--- config.mk ---
export PLATFORM = sky130hd
export DESIGN_NAME = alu_arbiter
export DESIGN_NICKNAME = d
export VERILOG_FILES = /design/src/rtl/alu_arbiter.sv
export SDC_FILE = /design/constraint.sdc
export NUM_CORES = 1
export LEC_CHECK = 0
export BUFFER_PORTS_ARGS = -buffer_cell sky130_fd_sc_hd__buf_2
export CAP_MARGIN = 0
export CORE_AREA = 8 8 139 141
export CTS_CLUSTER_DIAMETER = 40
export DETAILED_ROUTE_END_ITERATION = 10
export DIE_AREA = 0 0 147 149
export PLACE_DENSITY = 0.72
export SETUP_SLACK_MARGIN = 0.15
export SKIP_LAST_GASP = 1
export SYNTH_ARGS = -nofsm -noshare
export SYNTH_HDL_FRONTEND = slang
export SYNTH_SLANG_ARGS = --single-unit
export TNS_END_PERCENT = 20
--- constraint.sdc ---
create_clock -name clk -period 2.3 [get_ports clk]
set_input_delay 0.23 -clock clk [delete_from_list [all_inputs] [get_ports clk]]
set_output_delay 0.23 -clock clk [all_outputs]
set_load 0.01 [all_outputs]
--- src/rtl/alu_arbiter.sv ---
// Round-robin front end that time-shares one combinational ALU among N requesters.
// One operation in flight at a time: IDLE grants, EXEC samples the ALU, RESP holds the response.
module alu_arbiter #(
  parameter int unsigned WIDTH = 32,
  parameter int unsigned OP    = 4,
  parameter int unsigned N     = 3
) (
  input  logic                 clk,
  input  logic                 rst,
  input  logic [N-1:0]         req_valid,
  output logic [N-1:0]         req_ready,
  input  logic [N*OP-1:0]      req_op,
  input  logic [N*WIDTH-1:0]   req_a,
  input  logic [N*WIDTH-1:0]   req_b,
  input  logic [N*5-1:0]       req_shamt,
  output logic [WIDTH-1:0]     alu_rs1,
  output logic [WIDTH-1:0]     alu_rs2,
  output logic [OP-1:0]        alu_op,
  output logic [4:0]           alu_shamt,
  input  logic [WIDTH-1:0]     alu_result,
  input  logic                 alu_branch,
  output logic                 rsp_valid,
  input  logic                 rsp_ready,
  output logic [$clog2(N)-1:0] rsp_id,
  output logic [WIDTH-1:0]     rsp_result,
  output logic                 rsp_branch,
  output logic                 rsp_err,
  output logic                 busy
);

  localparam int unsigned IDW = $clog2(N);
  localparam int unsigned CW  = IDW + 1;
  localparam int unsigned SHW = 5;
  localparam logic [OP-1:0]  OP_FIRST_ILLEGAL = OP'(14);
  localparam logic [IDW-1:0] LAST_RESET       = IDW'(N - 1);

  typedef enum logic [1:0] {IDLE, EXEC, RESP} state_e;

  state_e           state_q, state_d;
  logic [IDW-1:0]   last_q, last_d;
  logic [IDW-1:0]   id_q, id_d;
  logic [OP-1:0]    op_q, op_d;
  logic [WIDTH-1:0] a_q, a_d;
  logic [WIDTH-1:0] b_q, b_d;
  logic [SHW-1:0]   shamt_q, shamt_d;
  logic [WIDTH-1:0] res_q, res_d;
  logic             br_q, br_d;
  logic             err_q, err_d;

  logic [OP-1:0]    op_arr    [N];
  logic [WIDTH-1:0] a_arr     [N];
  logic [WIDTH-1:0] b_arr     [N];
  logic [SHW-1:0]   shamt_arr [N];

  for (genvar i = 0; i < N; i++) begin : g_unpack
    assign op_arr[i]    = req_op[i*OP +: OP];
    assign a_arr[i]     = req_a[i*WIDTH +: WIDTH];
    assign b_arr[i]     = req_b[i*WIDTH +: WIDTH];
    assign shamt_arr[i] = req_shamt[i*SHW +: SHW];
  end

  // Round-robin search starting one past the last winner, wrapping at N
  logic           grant_found;
  logic [IDW-1:0] grant_idx;
  logic [CW-1:0]  cand;

  always_comb begin
    grant_found = 1'b0;
    grant_idx   = '0;
    cand        = '0;
    for (int unsigned k = 1; k <= N; k++) begin
      cand = CW'(last_q) + CW'(k);
      if (cand >= CW'(N)) cand = cand - CW'(N);
      if (!grant_found && req_valid[cand[IDW-1:0]]) begin
        grant_found = 1'b1;
        grant_idx   = cand[IDW-1:0];
      end
    end
  end

  logic exec_err_c;
  assign exec_err_c = (op_q >= OP_FIRST_ILLEGAL);

  always_comb begin
    state_d   = state_q;
    last_d    = last_q;
    id_d      = id_q;
    op_d      = op_q;
    a_d       = a_q;
    b_d       = b_q;
    shamt_d   = shamt_q;
    res_d     = res_q;
    br_d      = br_q;
    err_d     = err_q;
    req_ready = '0;
    unique case (state_q)
      IDLE: begin
        if (grant_found) begin
          req_ready[grant_idx] = 1'b1;
          id_d    = grant_idx;
          last_d  = grant_idx;
          op_d    = op_arr[grant_idx];
          a_d     = a_arr[grant_idx];
          b_d     = b_arr[grant_idx];
          shamt_d = shamt_arr[grant_idx];
          state_d = EXEC;
        end
      end
      EXEC: begin
        // Unsupported opcodes squash whatever the ALU produced
        res_d   = exec_err_c ? '0 : alu_result;
        br_d    = !exec_err_c && alu_branch;
        err_d   = exec_err_c;
        state_d = RESP;
      end
      RESP: begin
        if (rsp_ready) state_d = IDLE;
      end
      default: state_d = IDLE;
    endcase
  end

  always_ff @(posedge clk) begin
    if (rst) begin
      state_q <= IDLE;
      last_q  <= LAST_RESET;
      id_q    <= '0;
      op_q    <= '0;
      a_q     <= '0;
      b_q     <= '0;
      shamt_q <= '0;
      res_q   <= '0;
      br_q    <= 1'b0;
      err_q   <= 1'b0;
    end else begin
      state_q <= state_d;
      last_q  <= last_d;
      id_q    <= id_d;
      op_q    <= op_d;
      a_q     <= a_d;
      b_q     <= b_d;
      shamt_q <= shamt_d;
      res_q   <= res_d;
      br_q    <= br_d;
      err_q   <= err_d;
    end
  end

  assign alu_rs1    = a_q;
  assign alu_rs2    = b_q;
  assign alu_op     = op_q;
  assign alu_shamt  = shamt_q;
  assign rsp_valid  = (state_q == RESP);
  assign rsp_id     = id_q;
  assign rsp_result = res_q;
  assign rsp_branch = br_q;
  assign rsp_err    = err_q;
  assign busy       = (state_q != IDLE);

endmodule

# Word level (Yosys, flattened, before mapping)
# Cells that the tools add are included.
totals:
  out_inout_bits: 114
  word_cells: 77
  input_bits: 258
  register_bits: 113
op_classes:
  n_eq_ne: 4
  n_mux: 35
  n_reduce_logical: 11
  n_addsub: 6
  bitwise_logic: 1
  magnitude_cmp: 10
op_table:
  columns: ["cell", "n"]
  rows:
  - ["$mux W32", 5]
  - ["$bmux W32 S2", 2]
  - ["$mux W2", 8]
  - ["$lt A2 B3 Y1 const B", 4]
  - ["$bmux W5 S2", 1]
  - ["$mux W5", 2]
  - ["$ge A3 B2 Y1 const B", 3]
  - ["$bmux W4 S2", 1]
  - ["$mux W4", 2]
  - ["$mux W1", 7]
  - ["$add A2 B2 Y3 const B", 2]
  - ["$bmux W1 S2", 3]
  - ["$mux W3", 2]
  - ["$pmux W2 S3", 1]
  - ["$sub A2 B2 Y2 const B", 3]
  - ["$ge A4 B4 Y1 const B", 1]
  - ["$logic_and A1 B1 Y1", 4]
  - ["$reduce_and A2 Y1", 2]
  - ["$add A2 B1 Y3 const B", 1]
  - ["$ge A3 B3 Y1 const B", 1]
  - ["$logic_not A1 Y1", 3]
  - ["$not A2 Y3", 1]
  - ["$demux W1 S2", 1]
  - ["$eq A2 B1 Y1 const B", 1]
  - ["6 further kinds", 6]

# Depth between registers and ports, before layout
depth:
  depth_word: 18
  ltp_mapped: 10
  mapped_depth_nobuf: 7

# Worst setup path before layout
# No wires, ideal clock.
synth_path:
  kind: "register to output"
  from: "register last_q[0]"
  to: "output req_ready[2]"
  arrival_time_ns: 2.255
  slack_ns: -0.185
  path_buffers: 3
  path_stages_with_launch: 10
  required_ns: 2.070
  cell_sequence: "dfxtp_1 inv_1 ha_1 buf_6 nor3b_1 a21oi_2 a2111o_1 buf_4 buf_2 a21oi_1"
synth_via:
  elab_chain_cells: 18
  word_cells_on_any_way: 35
  classes_between: "6 x add/sub; 5 x order compare; 19 x mux; 5 x reduce/logical"
synth_lines:
  columns: ["element", "line", "text"]
  rows:
  - ["from (decl)", "40", "logic [IDW-1:0] last_q, last_d;"]
  - ["from (signal assigned)", "137", "last_q <= last_d;"]
  - ["$add A2 B1 Y3", "72", "cand = CW'(last_q) + CW'(k);"]
  - ["$ge A3 B2 Y1 / $sub A2 B2 Y2 (equally long branches)", "73", "if (cand >= CW'(N)) cand = cand - CW'(N);"]
  - ["$mux W2", "73", null]
  - ["$bmux W1 S2", "74", "if (!grant_found && req_valid[cand[IDW-1:0]]) begin"]
  - ["$mux W1 (not written as such)", "74", null]
  - ["$mux W1", "74", null]
  - ["$logic_not A1 Y1", "74", null]
  - ["$logic_and A1 B1 Y1", "74", null]
  - ["(+2 left out)", null, null]
  - ["$logic_and A1 B1 Y1", "74", null]
  - ["$mux W2", "74", null]
  - ["$lt A2 B3 Y1 (not written as such) / $ge A2 B1 Y1 (equally long branches)", "99", "req_ready[grant_idx] = 1'b1;"]
  - ["$logic_and A1 B1 Y1 (not written as such)", "99", null]
  - ["$mux W1 (not written as such)", "99", null]
  - ["$demux W1 S2", "99", null]
  - ["$mux W3 (*)", "98", "if (grant_found) begin"]
  - ["$mux W3 (*)", "96", "unique case (state_q)"]
  - ["to (decl)", "11", "output logic [N-1:0] req_ready,"]
# Every way passes the cells marked *; elsewhere a longest branch is shown, timed or not. The select of a mux whose other input is x is not followed.

# Worst setup path in the final report
layout_path:
  from: "register last_q[0]"
  to: "output req_ready[1]"
# The elaborated chain is that of the path after synthesis.

==> out/qor.csv <==
metric,value,unit
drtIter0Drc,625,
p_total,13.0,mW
routed_wl,27600,um
async_flop_share,0,
hpwl,19200,um
synth_cell_types,45,
overflow,0,
hold_buffers,0,
cts_root_buffer,clkbuf_16,
post-route-drc-count,0,
antenna_found_initial,0,
synth_edf_count,0,
synth_fp_nets,1036,
ys_warn_count,0,
htreeDepth,3,
fin_ws,-0.380,ns
finalCritPeriodShare,1.17,
place_area,8600,um^2
clkTransAtPathRegs,0.08,ns
required,2.07,ns
pwr-share-seq,0.219,
comb_power_share,0.658,
vdd_drop_max,0.671,mV
grt_max_degree,48,
coreArea,17100,um^2
via_count,7640,
netlist_instances,774,
cts_tree,done,
layout_commonest_cell,buf_2,
clkPwrFrac,0.123,
synth_area_per_cell,8.14,um^2
final_cell_mix,"371 x buf_2, 110 x dfxtp_1, 77 x inv_1",
yosysSeqAreaShare,0.356,
switching_share,0.451,
grt_pass1_wl,40800,um
status,finished with violations,
relSlewSlack,0.659,
hold_viol,0,
start_kind,register,
yosysTopAreaCellShare,0.356,
max_cap_violations,0,
final_area,9380,um^2
via_per_inst,5.61,
max_freq,373,MHz
core.rowCount,48,
internal_power,7.13,mW
violations,setup timing,
p_leak,4.38,nW
fin_util,0.550,
finClkSkew,0.0114,ns
cpMaxStageDelayCell,dfxtp_4,
final_cells,1363,
place_inst,1328,
synth-seq-cells,112,
area_growth,48.9,%
pre_cts_slack,-0.181,ns
synth_top_cells_by_area,"dfxtp_1 36%, a211oi_1 8.8%, a2111oi_0 8.8%",
setup_viol,76,
numPortBuffers,371,
dieArea,21900,um^2
min_from,alu_result[0],
cts_buffers,9,
worst_path_largest_cell_delay,0.36,ns
tightest_slew,0.498,ns
ant_nets,0,
r2r-start,last_q[0],
track_usage,0.229,
drive_gt1_frac,0.453,
p_per_area,1380,nW/um^2
slew_viol_final,0,
io_pins,372,
diodes,0,
arrival,2.45,ns
detailedRoute.firstPassIterationCount,5,
wl_per_cell,20.2,um
start_util,0.369,
clock_path_buffers,2,
min-delay-path-class,primary input to register,
switchingPower,5.85,mW
synth_ff_type,dfxtp_1,
yosys.area.top_type,dfxtp_1,
first_global_vias,7658,
gp_congestion,0.836,
rsz0062_at_grt,true,
period_needed,2.68,ns
finalNetCount,1395,
clk_latency,0.36,ns
crit_path_start,last_q[0],
die_w,147,um
crit_path_cell_trace,"inv_4, ha_4, buf_6, nor3b_4, a41oi_4, a21o_4, buf_12, nor4_2, buf_2",
endpoint_kind,output pin,
cts_sinks,112,
critical_path_class,register to output pin,
synthesis.area,6300,um^2
worstPathMaxFanout,30,
die_h,149,um
registers in the layout (all words and copies together), names as in the netlist:
register,cells
alu_op,4
rsp_err,1
rsp_id,1
state_q,2
last_q,2
alu_rs1,32
alu_rs2,32
rsp_result,32
rsp_branch,1
alu_shamt,5
Yosys cell counts, drive strengths merged (2+ instances only):
master / count
a31o: 2
nor3: 3
buf: 43
a2111oi: 74
a31oi: 2
inv: 80
ha: 4
clkbuf: 52
a21oi: 78
a22oi: 33
mux2: 3
dfxtp: 112
o31ai: 73
nand2: 76
nand2b: 3
nor2b: 3
and2: 3
nor3b: 2
a211oi: 74
nor2: 37
o21ai: 3
a21o: 2
power by group through the flow:
| stage | logic [mW] | clock network (mW) | registers (mW) |
|---|---|---|---|
| floorplan | 4.43 | 0 | 3.11 |
| global placement | 7.19 | 0 | 2.87 |
| detailed placement | 7.27 | 0 | 2.89 |
| CTS | 7.91 | 1.63 | 2.84 |
| global route | 9.13 | 1.72 | 2.91 |
| finish | 8.53 | 1.60 | 2.85 |
area by class of cell:
type	instances	area [um^2]
tap	225	282
multi-input combinational	487	3490
inverter	80	307
sequential	112	2250
clock buffer	9	225
fill	1611	7680
timing repair buffer	443	2750
clock inverter	7	71.3
path summary, 6_finish.rpt:
kind | cells after the start | end | slack [ns]
worst min register to register | 2 | alu_rs1[0] | 0.45
worst min-delay path | 3 | rsp_result[0] | 0.11
worst max-delay path | 9 | req_ready[1] | -0.38
worst max register to register | 12 | alu_rs1[21] | -0.25
what timing repair did:
item | 4_1_cts | 5_1_grt
pin swaps | 9 | 2
setup buffers | 12 | 0
resized for setup | 23 | 33
setup endpoints to repair | 78 | 80
gates cloned | 2 | 5
layer usage:
layer  wire length (um)  GRT usage
met5                  0          0
met4                920     0.0923
met3               2260     0.0537
met2              13200      0.392
met1              11200      0.272
stage by stage:
step	hold slack, ns	setup TNS, ns
after CTS	0.0975	-13.94
final	0.108	-14.50
after detailed placement	0.433	-2.74
after floorplan	0.357	0
after global routing	0.107	-21.31
after global placement	0.427	-0.463
cells by family after synthesis:
kind of cell               Yosys count  share of synthesized area
and+or+nand+nor                    132                     0.0890
buffers and inverters              175                      0.136
muxes                                4                    0.00755
DFF                                112                      0.356
AOI/OAI and AO/OA                  347                      0.404
adders and majority gates            4                    0.00795
worst max-delay path: cells and delay by family (launching register included):
family          cells  cell delay, ns
fa+ha+maj           1            0.26
simple gates        2            0.55
flops               1            0.36
buf+inv             4            0.54
compound gates      2            0.35
Power figures use the tool's default switching activity.
